File: config.mk
export PLATFORM = sky130hd
export DESIGN_NAME = mem_access_unit
export DESIGN_NICKNAME = d
export VERILOG_FILES = /design/src/rtl/mem_access_unit.sv
export SDC_FILE = /design/constraint.sdc
export NUM_CORES = 1
export LEC_CHECK = 0
export ABC_AREA = 1
export CAP_MARGIN = 5
export CORE_MARGIN = 5
export CORE_UTILIZATION = 43
export DETAILED_ROUTE_END_ITERATION = 6
export HOLD_SLACK_MARGIN = 0.05
export PLACE_DENSITY = 0.81
export SLEW_MARGIN = 15
export SYNTH_ARGS = -nofsm -noshare
export SYNTH_HDL_FRONTEND = slang
export SYNTH_SLANG_ARGS = --single-unit
File: constraint.sdc
create_clock -name clk -period 1.91 [get_ports clk]
set_input_delay 0.382 -clock clk [delete_from_list [all_inputs] [get_ports clk]]
set_output_delay 0.382 -clock clk [all_outputs]
set_load 0.01 [all_outputs]
File: src/rtl/mem_access_unit.sv
// Load/store sequencer in front of the word-addressed data memory: byte/halfword
// extraction with sign/zero extension, read-modify-write for sub-word stores.
module mem_access_unit #(
    parameter int unsigned WORD_ADDR_W = 16
) (
    input  logic        clk,
    input  logic        rst,
    input  logic        req_valid,
    output logic        req_ready,
    input  logic        req_write,
    input  logic [1:0]  req_size,
    input  logic        req_signed,
    input  logic [31:0] req_addr,
    input  logic [31:0] req_wdata,
    input  logic [4:0]  req_rd,
    output logic        resp_valid,
    input  logic        resp_ready,
    output logic [31:0] resp_data,
    output logic [4:0]  resp_rd,
    output logic        resp_fault,
    output logic [31:0] mem_addr,
    output logic [31:0] mem_wdata,
    output logic        mem_enable,
    output logic        mem_readwrite,
    input  logic [31:0] mem_rdata
);

    localparam int unsigned DATA_W      = 32;
    localparam int unsigned TAG_W       = 5;
    localparam int unsigned BYTE_ADDR_W = WORD_ADDR_W + 2;

    localparam logic [1:0] SZ_B = 2'b00;
    localparam logic [1:0] SZ_H = 2'b01;
    localparam logic [1:0] SZ_W = 2'b10;

    typedef enum logic [1:0] {
        S_IDLE = 2'd0,
        S_RD   = 2'd1,
        S_WR   = 2'd2,
        S_RESP = 2'd3
    } state_e;

    state_e              state_q, state_d;
    logic                wr_q;
    logic [1:0]          size_q;
    logic                signed_q;
    logic [1:0]          off_q;
    logic                resp_valid_q;
    logic [DATA_W-1:0]   resp_data_q;
    logic [TAG_W-1:0]    resp_rd_q;
    logic                resp_fault_q;
    logic [DATA_W-1:0]   mem_addr_q;
    logic [DATA_W-1:0]   mem_wdata_q;

    logic                accept;
    logic                req_fault;
    logic [7:0]          ld_byte;
    logic [15:0]         ld_half;
    logic [DATA_W-1:0]   load_val;
    logic [DATA_W-1:0]   merged;

    assign accept = req_valid && req_ready;

    // Request legality: size, alignment and range of the byte address.
    always_comb begin
        req_fault = (req_addr >> BYTE_ADDR_W) != 32'd0;
        case (req_size)
            SZ_B:    ;
            SZ_H:    if (req_addr[0]) req_fault = 1'b1;
            SZ_W:    if (req_addr[1:0] != 2'b00) req_fault = 1'b1;
            default: req_fault = 1'b1;
        endcase
    end

    // State register.
    always_ff @(posedge clk) begin
        if (rst) state_q <= S_IDLE;
        else     state_q <= state_d;
    end

    // Next-state logic.
    always_comb begin
        state_d = state_q;
        case (state_q)
            S_IDLE: begin
                if (accept) begin
                    if (req_fault)                         state_d = S_RESP;
                    else if (req_write && req_size == SZ_W) state_d = S_WR;
                    else                                   state_d = S_RD;
                end
            end
            S_RD:    state_d = wr_q ? S_WR : S_RESP;
            S_WR:    state_d = S_RESP;
            S_RESP:  if (resp_ready) state_d = S_IDLE;
            default: state_d = S_IDLE;
        endcase
    end

    // Handshake and memory strobes, all forced low while reset is held.
    always_comb begin
        req_ready     = 1'b0;
        mem_enable    = 1'b0;
        mem_readwrite = 1'b0;
        if (!rst) begin
            case (state_q)
                S_IDLE:  req_ready = 1'b1;
                S_RD:    mem_enable = 1'b1;
                S_WR: begin
                    mem_enable    = 1'b1;
                    mem_readwrite = 1'b1;
                end
                default: ;
            endcase
        end
    end

    // Little-endian lane extraction with optional sign extension.
    always_comb begin
        ld_byte  = 8'(mem_rdata >> {off_q, 3'b000});
        ld_half  = off_q[1] ? mem_rdata[31:16] : mem_rdata[15:0];
        load_val = mem_rdata;
        case (size_q)
            SZ_B:    load_val = signed_q ? {{24{ld_byte[7]}}, ld_byte} : {24'd0, ld_byte};
            SZ_H:    load_val = signed_q ? {{16{ld_half[15]}}, ld_half} : {16'd0, ld_half};
            default: load_val = mem_rdata;
        endcase
    end

    // Store data still sits right-aligned in mem_wdata_q until the read completes.
    always_comb begin
        merged = mem_rdata;
        case (size_q)
            SZ_B: begin
                case (off_q)
                    2'd0:    merged[7:0]   = mem_wdata_q[7:0];
                    2'd1:    merged[15:8]  = mem_wdata_q[7:0];
                    2'd2:    merged[23:16] = mem_wdata_q[7:0];
                    default: merged[31:24] = mem_wdata_q[7:0];
                endcase
            end
            SZ_H: begin
                if (off_q[1]) merged[31:16] = mem_wdata_q[15:0];
                else          merged[15:0]  = mem_wdata_q[15:0];
            end
            default: ;
        endcase
    end

    // Request capture, read sampling and response registers.
    always_ff @(posedge clk) begin
        if (rst) begin
            wr_q         <= 1'b0;
            size_q       <= 2'd0;
            signed_q     <= 1'b0;
            off_q        <= 2'd0;
            resp_valid_q <= 1'b0;
            resp_data_q  <= '0;
            resp_rd_q    <= '0;
            resp_fault_q <= 1'b0;
            mem_addr_q   <= '0;
            mem_wdata_q  <= '0;
        end else begin
            resp_valid_q <= (state_d == S_RESP);
            case (state_q)
                S_IDLE: begin
                    if (accept) begin
                        wr_q         <= req_write;
                        size_q       <= req_size;
                        signed_q     <= req_signed;
                        off_q        <= req_addr[1:0];
                        resp_rd_q    <= req_rd;
                        resp_fault_q <= req_fault;
                        resp_data_q  <= '0;
                        mem_addr_q   <= 32'(req_addr[BYTE_ADDR_W-1:2]);
                        mem_wdata_q  <= req_wdata;
                    end
                end
                S_RD: begin
                    if (wr_q) mem_wdata_q <= merged;
                    else      resp_data_q <= load_val;
                end
                default: ;
            endcase
        end
    end

    assign resp_valid = resp_valid_q;
    assign resp_data  = resp_data_q;
    assign resp_rd    = resp_rd_q;
    assign resp_fault = resp_fault_q;
    assign mem_addr   = mem_addr_q;
    assign mem_wdata  = mem_wdata_q;

endmodule
==> Word level (Yosys, flattened, before mapping) <==
Cells that the tools add are included.
{ "classes": {"reduce_logical": 16, "n_shift": 1, "n_mux": 32, "n_eq_ne": 14} }
{ "op_table": {"columns": ["cell", "n"], "rows": [
  ["32-bit case mux with 2 select lines", 4],
  ["32-bit 2-to-1 mux", 6],
  ["16-bit 2-to-1 mux", 3],
  ["8-bit 2-to-1 mux", 4],
  ["32-bit nonzero test", 1],
  ["32-bit by 5-bit right shift with 8-bit output", 1],
  ["2-bit == test, second input constant", 5],
  ["1-bit 2-to-1 mux", 9],
  ["2-bit by 1-bit == test with 1-bit output, second input constant", 4],
  ["2-bit logical NOT", 4],
  ["2-bit 2-to-1 mux", 4],
  ["2-bit case mux with 4 select lines", 1],
  ["2-bit != test, second input constant", 3],
  ["3-bit != test, second input constant", 2],
  ["3-bit AND reduction", 2],
  ["5-bit AND reduction", 1],
  ["4-bit AND reduction", 1],
  ["2-bit nonzero test", 2],
  ["1-bit case mux with 3 select lines", 1],
  ["3-bit OR reduction", 1],
  ["1-bit logical AND", 2],
  ["2-bit AND reduction", 1],
  ["2-bit OR reduction", 1]
]} }
{ "totals": {"output_inout_bits": 106, "regBits": 95, "word_cells": 76, "inputBits": 109} }

==> Depth between registers and ports, before layout <==
Gate-level depths: netlist of the first run.
{ "depth": {"depth_word": 7, "depth_mapped": 11, "mapped_depth_nobuf": 10} }

==> Worst setup path before layout of the first run <==
OpenSTA, ideal clock, no wires.
{ "synth_timing": {"path_kind": "reg-to-reg", "from": "register state_q[0]", "to": "register mem_wdata_q[6] (netlist: mem_wdata[6])", "path_buffers": 1, "stages_incl_launch_ff": 10, "arrival_time_ns": 1.592, "required_time_ns": 1.791, "path_slack_ns": 0.198, "setup_ns": 0.119, "period_less_slack_ns": 1.712, "cell_sequence": "dfxtp_1 inv_1 ha_1 o21ai_2 nand2_4 nor2_4 nand2_2 buf_6 o21ai_0 a21oi_1"} }
{ "synth_via": {"elab_chain_len": 6, "word_cells_on_any_way": 12, "cone_classes": "5 x eq/ne; 3 x mux; 4 x reduce/logical"} }
{ "synth_rtl": {"columns": ["item", "line_no", "source"], "rows": [
  ["start: declaration", "43", "state_e state_q, state_d;"],
  ["start signal: assignment", "78", "else state_q <= state_d;"],
  ["2-bit logical NOT", "105, 164", null],
  ["1-bit 2-to-1 mux", "105", "case (state_q)"],
  ["1-bit 2-to-1 mux", "104", "if (!rst) begin"],
  ["1-bit logical AND", "62", "assign accept = req_valid && req_ready;"],
  ["2-bit != test (no line)", null, null],
  ["5-bit AND reduction (no line)", null, null],
  ["end signal: assignment", "175", "mem_wdata_q <= req_wdata;"],
  ["end signal: assignment", "179", "if (wr_q) mem_wdata_q <= merged;"],
  ["end: declaration", "53", "logic [DATA_W-1:0] mem_wdata_q;"]
]} }
Several ways; a longest one is shown, not always the timed one.
A chain may end at the register's enable or synchronous reset.

==> Final worst setup path of the first run <==
{ "layout_timing": {"from": "register state_q[1]", "to": "output mem_readwrite"} }
{ "layout_via": {"elab_chain_len": 3} }
{ "layout_rtl": {"columns": ["item", "line_no", "source"], "rows": [
  ["2-bit == test", "105", null],
  ["1-bit 2-to-1 mux", "105", null],
  ["1-bit 2-to-1 mux", "104", null],
  ["end: declaration", "24", "output logic mem_readwrite,"]
]} }
Every way passes these cells.

==> flow_metrics.py, run 1 <==
metrics = {
    "timing": {
        "final.setup.tns_ns": 0,
        "drv_slew": 0,
        "worstMarginPinSlew_ns": 0.558,
        "relSlewSlack_pct": 62.8,
        "rsz0062_at_grt": "false",
        "finalCritPeriodShare_pct": 93.9,
        "finalHoldViolations": 0,
        "setup_viol": 0,
        "fmax_mhz": 558,
        "setup_slack_ns": 0.117,
        "finalCriticalPeriod_ns": 1.79,
        "skew_ns": 0.00893,
    },
    "clock_tree": {
        "clk_path_buf_depth": 2,
        "hold_buffers": 0,
        "clk_latency_ns": 0.35,
        "cts.clk_slew.worst_paths_ns": 0.07,
        "clkSinkCount": 95,
        "numCtsBuffers": 9,
        "cts_root_buf": "clkbuf_16",
        "cts_tree": "done",
        "cts-htree-levels": 3,
    },
    "logic_synthesis": {
        "synth_compound_area_share_pct": 21.0,
        "syn_inst": 741,
        "synth.area.mux_share_pct": 0,
        "netlist_area_mm2": 0.00497,
        "synth_top_cell_by_area": "dfxtp_1",
        "synthAdderAreaFrac_pct": 1.76,
        "yosys.cell_types.count": 35,
        "yosys-top-cells-area": "dfxtp_1 (38%), nand2_1 (18%), a21oi_1 (8.3%)",
        "synth-seq-area-share_pct": 38.3,
        "synthSimpleGateAreaFrac_pct": 29.1,
        "synth_top_family_by_area": "simple AND/OR/NAND/NOR gates",
        "yosysWarnings": 0,
        "yosys.area_share.xor_xnor_pct": 0,
        "ys_seq_elements": 95,
        "synth.avg_cell_area_um2": 6.71,
        "synth_top_area_share_pct": 38.3,
    },
    "critical_path": {
        "crit_path_start_kind": "flip-flop",
        "reg2reg_to": "mem_wdata[5]",
        "cp.arrival_ns": 1.41,
        "cp_max_fo": 4,
        "path_class": "flip-flop to output port",
        "worst-r2r-cell-count": 9,
        "critPathCaptureType": "output port",
        "required_ns": 1.53,
        "reg2reg_slack_ns": 0.13,
        "crit-reg2reg-launch": "state_q[0]",
    },
    "finish": {
        "n_fill_cell": 1015,
        "area_delta_synth_final_pct": 52.1,
        "n_antenna_cell": 0,
        "fin_area_mm2": 0.00756,
        "nNetsFinal": 1069,
        "drive_gt1_share_pct": 9.40,
    },
    "power": {
        "power_density_mw_per_mm2": 1080,
        "switchingPower_w": 0.00307,
        "leakage_nw": 3.17,
        "p_int_w": 0.00508,
        "pwr-share-clk_pct": 22.4,
        "seqPwrFrac_pct": 32.5,
        "p_comb_share_pct": 45.1,
        "swShare_pct": 37.7,
        "irDropWorstVdd_mv": 0.832,
    },
    "placed_design": {
        "pre_cts_ws_ns": -0.247,
        "finalWeightedCongestion": 0.960,
        "portBuffers": 198,
        "place_area_mm2": 0.00721,
        "place_hpwl_mm": 13.8,
    },
    "global_route": {
        "grt_first_pass_wirelength_mm": 28.2,
        "grt_remaining_overflow": 0,
        "grt_pass1_vias": 5636,
        "grt_use_total_pct": 25.0,
        "grt_max_degree": 53,
        "antenna_found_initial": 0,
    },
    "floorplanning": {
        "die_area_mm2": 0.0138,
        "core-area_mm2": 0.0114,
        "die_y_um": 118,
        "start_util_pct": 43.7,
        "ios": 215,
        "rows": 39,
        "dieWidth_um": 118,
    },
    "worst_hold_path": {
        "holdPathEnd": "resp_rd[1]",
        "hold_start": "resp_rd[1]",
        "hold_class": "flip-flop to flip-flop",
        "hold_path_depth": 2,
    },
    "detailed_routing": {
        "via_per_inst": 5.27,
        "wl_per_cell_um": 16.3,
        "drt_iter0_markers": 497,
        "first_pass_iters": 5,
        "drc_errors": 0,
        "drt.antenna.violating_nets": 0,
        "vias": 5799,
        "routed_wl_mm": 17.9,
    },
    "run_status": {
        "status": "complete, no violations",
    },
    "run": {
        "max-cap-violations": 0,
    },
}
## worst max-delay path by stage
stage / start / to / depth (start not counted)
finish: state_q[1] / mem_readwrite / 5
global route: state_q[1] / mem_wdata[17] / 9
CTS: state_q[0] / mem_enable / 5
detailed placement: req_size[0] / resp_valid / 10
global placement: req_size[0] / resp_valid / 10
floorplan: state_q[0] / mem_wdata[6] / 9
## per-stage QoR
step	util (%)	power, W	hold WS, ns	instances
2_1_floorplan	-	0.00455	0.445	756
3_3_place_gp	63.5	0.00619	0.450	1081
3_5_place_dp	63.5	0.00624	0.452	1081
4_1_cts	66.0	0.00806	0.464	1096
5_1_grt	66.5	0.00867	0.475	1100
6_report	66.5	0.00815	0.462	1100
## synthesized netlist by cell type
cell / number
nand2_1: 236
dfxtp_1: 95
a21oi_1: 82
o21ai_0: 63
nor2_1: 51
nand3_1: 47
inv_1: 41
clkbuf_1: 24
buf_4: 18
buf_2: 13
o211ai_1: 12
o2111ai_1: 9
a31oi_1: 8
ha_1: 7
nand2_2: 3
o221ai_1: 3
o22ai_1: 3
a211oi_1: 2
buf_6: 2
inv_2: 2
nand2_4: 2
nand3_4: 2
nor2_4: 2
o21ai_2: 2
or2_2: 2
a21o_1: 1
buf_1: 1
clkinv_2: 1
conb_1: 1
inv_4: 1
nor2_2: 1
nor3_1: 1
nor3_2: 1
o21ai_1: 1
o21bai_1: 1
## state kept, by name, summed over array words and instances, names as in the netlist, 2 cells and up
name       flops
state_q        2
mem_wdata     32
size_q         2
off_q          2
resp_data     32
resp_rd        5
mem_addr      16
## worst max-delay path, stage by stage, from the launching register on
cell	delay, ns
dfxtp_1	0.31
buf_4	0.14
ha_1	0.18
inv_1	0.10
nor2_1	0.05
dlygate4sd2_1	0.28
## placed cells by master, fill, tap and decap left out, types with 3 or more instances in the layout
| cell | instances |
|---|---|
| nand2_4 | 3 |
| o2111ai_1 | 9 |
| nand2_1 | 235 |
| ha_1 | 7 |
| o21ai_0 | 61 |
| inv_1 | 38 |
| nor2_1 | 50 |
| nand2_2 | 3 |
| inv_2 | 4 |
| o221ai_1 | 3 |
| clkbuf_16 | 9 |
| nand3_1 | 47 |
| clkinv_2 | 3 |
| a21oi_1 | 82 |
| buf_4 | 43 |
| dfxtp_1 | 93 |
| o22ai_1 | 3 |
| o211ai_1 | 12 |
| clkdlybuf4s50_1 | 195 |
| conb_1 | 16 |
| a31oi_1 | 8 |
## cells by family (layout without fill, tap and decap cells)
logic type / Yosys count / after routing
other: 1 / 16
AO/OA/AOI/OAI: 187 / 187
adder cells (fa/ha/maj): 7 / 7
buffers and inverters: 103 / 304
AND/OR/NAND/NOR: 348 / 348
flip-flops: 95 / 95
## power by group through the flow
| stage | logic [W] | clock network [W] | registers [W] |
|---|---|---|---|
| 2_1_floorplan | 0.00173 | 0 | 0.00282 |
| 3_3_place_gp | 0.00352 | 0 | 0.00267 |
| 3_5_place_dp | 0.00355 | 0 | 0.00268 |
| 4_1_cts | 0.00356 | 0.00186 | 0.00265 |
| 5_1_grt | 0.00402 | 0.00194 | 0.00270 |
| 6_report | 0.00368 | 0.00183 | 0.00265 |
## what timing repair did
action / in CTS / in global routing
gates resized for setup: 3 / 17
buffers inserted: 0 / 4
pin swaps: 0 / 1
gates cloned: 0 / 0
setup endpoints to repair: 3 / 48
## routing by layer
layer | routed length (um) | GRT usage [%] | vias to the layer above
met5 | 0 | 0 | -
met4 | 815 | 13.0 | 0
met3 | 1960 | 7.98 | 53
met2 | 8310 | 41.0 | 292
met1 | 6800 | 29.1 | 2621
li1 | - | - | 2833
## layout make-up
type	instances	area (um2)	share of cell area, %
inverters	45	176	2.33
flip-flops and latches	95	1900	25.2
well taps	143	179	2.37
repair buffers	244	2350	31.1
clock buffers	10	239	3.16
clock inverters	5	57.6	0.761
multi-input cells	558	2660	35.1
(Power assumes the default switching activity.)
==> inputs of run 2 (changes only) <==
PLACE_DENSITY = default   (was 0.81)
PLACE_DENSITY_LB_ADDON = 0.05   (was default)
==> flow_metrics.py, run 2 (synthesized netlist as in run 1, its figures left out) <==
metrics = {
    "run_status": {
        "status": "complete, no violations",
    },
    "timing": {
        "worstMarginPinSlew_ns": 0.512,
        "setup_viol": 0,
        "fmax_mhz": 553,
        "final.setup.tns_ns": 0,
        "finalCriticalPeriod_ns": 1.81,
        "setup_slack_ns": 0.100,
        "drv_slew": 0,
        "rsz0062_at_grt": "true",
        "finalCritPeriodShare_pct": 94.8,
        "relSlewSlack_pct": 65.9,
        "skew_ns": 0.00855,
        "finalHoldViolations": 0,
    },
    "floorplanning": {
        "ios": 215,
        "rows": 39,
        "core-area_mm2": 0.0114,
        "start_util_pct": 43.7,
        "die_area_mm2": 0.0138,
        "dieWidth_um": 118,
        "die_y_um": 118,
    },
    "run": {
        "max-cap-violations": 0,
    },
    "critical_path": {
        "reg2reg_slack_ns": 0.10,
        "crit_path_start": "state_q[1]",
        "critPathCaptureType": "flip-flop",
        "path_class": "flip-flop to flip-flop",
        "cp.arrival_ns": 2.09,
        "worst-r2r-cell-count": 10,
        "crit_path_start_kind": "flip-flop",
        "cp_max_fo": 16,
        "reg2reg_to": "mem_wdata[12]",
        "required_ns": 2.19,
        "crit-reg2reg-launch": "state_q[1]",
    },
    "worst_hold_path": {
        "hold_start": "resp_rd[3]",
        "hold_class": "flip-flop to flip-flop",
        "hold_path_depth": 2,
        "holdPathEnd": "resp_rd[3]",
    },
    "detailed_routing": {
        "wl_per_cell_um": 16.9,
        "via_per_inst": 5.26,
        "routed_wl_mm": 18.7,
        "drt_iter0_markers": 402,
        "vias": 5807,
        "first_pass_iters": 5,
        "drc_errors": 0,
        "drt.antenna.violating_nets": 0,
    },
    "placed_design": {
        "finalWeightedCongestion": 0.941,
        "pre_cts_ws_ns": -0.179,
        "dp.cells": 1088,
        "place_hpwl_mm": 14.7,
        "place_area_mm2": 0.00725,
        "portBuffers": 198,
    },
    "clock_tree": {
        "hold_buffers": 0,
        "cts_tree": "done",
        "numCtsBuffers": 9,
        "clk_latency_ns": 0.36,
        "cts_root_buf": "clkbuf_16",
        "clkSinkCount": 95,
        "cts-htree-levels": 3,
        "clk_path_buf_depth": 2,
        "cts.clk_slew.worst_paths_ns": 0.07,
    },
    "global_route": {
        "antenna_found_initial": 0,
        "grt_first_pass_wirelength_mm": 29.3,
        "grt_remaining_overflow": 0,
        "grt_max_degree": 53,
        "grt_pass1_vias": 5797,
        "grt_use_total_pct": 26.1,
    },
    "finish": {
        "fin_area_mm2": 0.00758,
        "nNetsFinal": 1073,
        "instances_no_fill": 1105,
        "final_common_cell": "nand2_1",
        "area_delta_synth_final_pct": 52.5,
        "n_antenna_cell": 0,
        "n_fill_cell": 1002,
        "layout_common_cells": "nand2_1 (236), clkdlybuf4s50_1 (195), dfxtp_1 (94), a21oi_1 (82), o21ai_0 (61)",
        "drive_gt1_share_pct": 9.98,
    },
    "power": {
        "irDropWorstVdd_mv": 0.730,
        "seqPwrFrac_pct": 32.4,
        "p_comb_share_pct": 44.9,
        "switchingPower_w": 0.00312,
        "power_density_mw_per_mm2": 1080,
        "pwr-share-clk_pct": 22.7,
        "p_int_w": 0.00510,
        "leakage_nw": 3.16,
        "swShare_pct": 37.9,
    },
}
[run 2: power groups by stage]
stage          combinational, W  sequential [W]  clock [W]
3_3_place_gp            0.00360         0.00267          0
6_report                0.00369         0.00266    0.00187
5_1_grt                 0.00401         0.00271    0.00198
4_1_cts                 0.00365         0.00266    0.00190
3_5_place_dp            0.00363         0.00269          0
2_1_floorplan           0.00173         0.00282          0
[run 2: layout make-up]
type,instances,area [um2],share of cell area (%)
multi-input cells,558,2650,35.0
repair buffers,248,2360,31.1
flip-flops and latches,95,1910,25.1
clock buffers,10,239,3.15
inverters,45,180,2.38
well taps,143,179,2.36
clock inverters,6,65.1,0.859
[run 2: worst max-delay path by stage]
stage / to / slack [ns] / cells past startpoint
after global routing: mem_wdata[0] / -0.05 / 10
final: mem_wdata[12] / 0.10 / 10
after CTS: mem_readwrite / 0.009 / 6
after global placement: state_q[1] / -0.15 / 10
after floorplan: mem_wdata[6] / 0.20 / 9
after detailed placement: state_q[1] / -0.18 / 10
[run 2: routing by layer]
layer	track usage, %	routed length, um	up-vias
li1	-	-	2857
met1	29.2	7340	2653
met2	45.2	9170	253
met3	7.98	1540	44
met4	12.0	667	0
met5	0	0	-
[run 2: critical path, stage by stage (launching register included)]
cell and delay [ns]:
dfxtp_1 0.31, inv_1 0.11, ha_2 0.24, buf_4 0.14, nand3_4 0.09, o21ai_4 0.10, nand2_4 0.12, nor2_4 0.11
buf_4 0.20, o21ai_0 0.11, a31oi_1 0.18
[run 2: per-stage QoR]
step / total power (W) / util [%] / hold WS (ns)
2_1_floorplan: 0.00455 / - / 0.445
3_3_place_gp: 0.00627 / 63.8 / 0.450
3_5_place_dp: 0.00632 / 63.8 / 0.456
4_1_cts: 0.00821 / 66.5 / 0.465
5_1_grt: 0.00870 / 66.7 / 0.485
6_report: 0.00822 / 66.7 / 0.463
[run 2: repair_timing]
item | in CTS | in global routing
pin swaps | 0 | 0
resized for setup | 8 | 13
endpoints found under the setup margin | 3 | 40
buffers inserted | 0 | 1
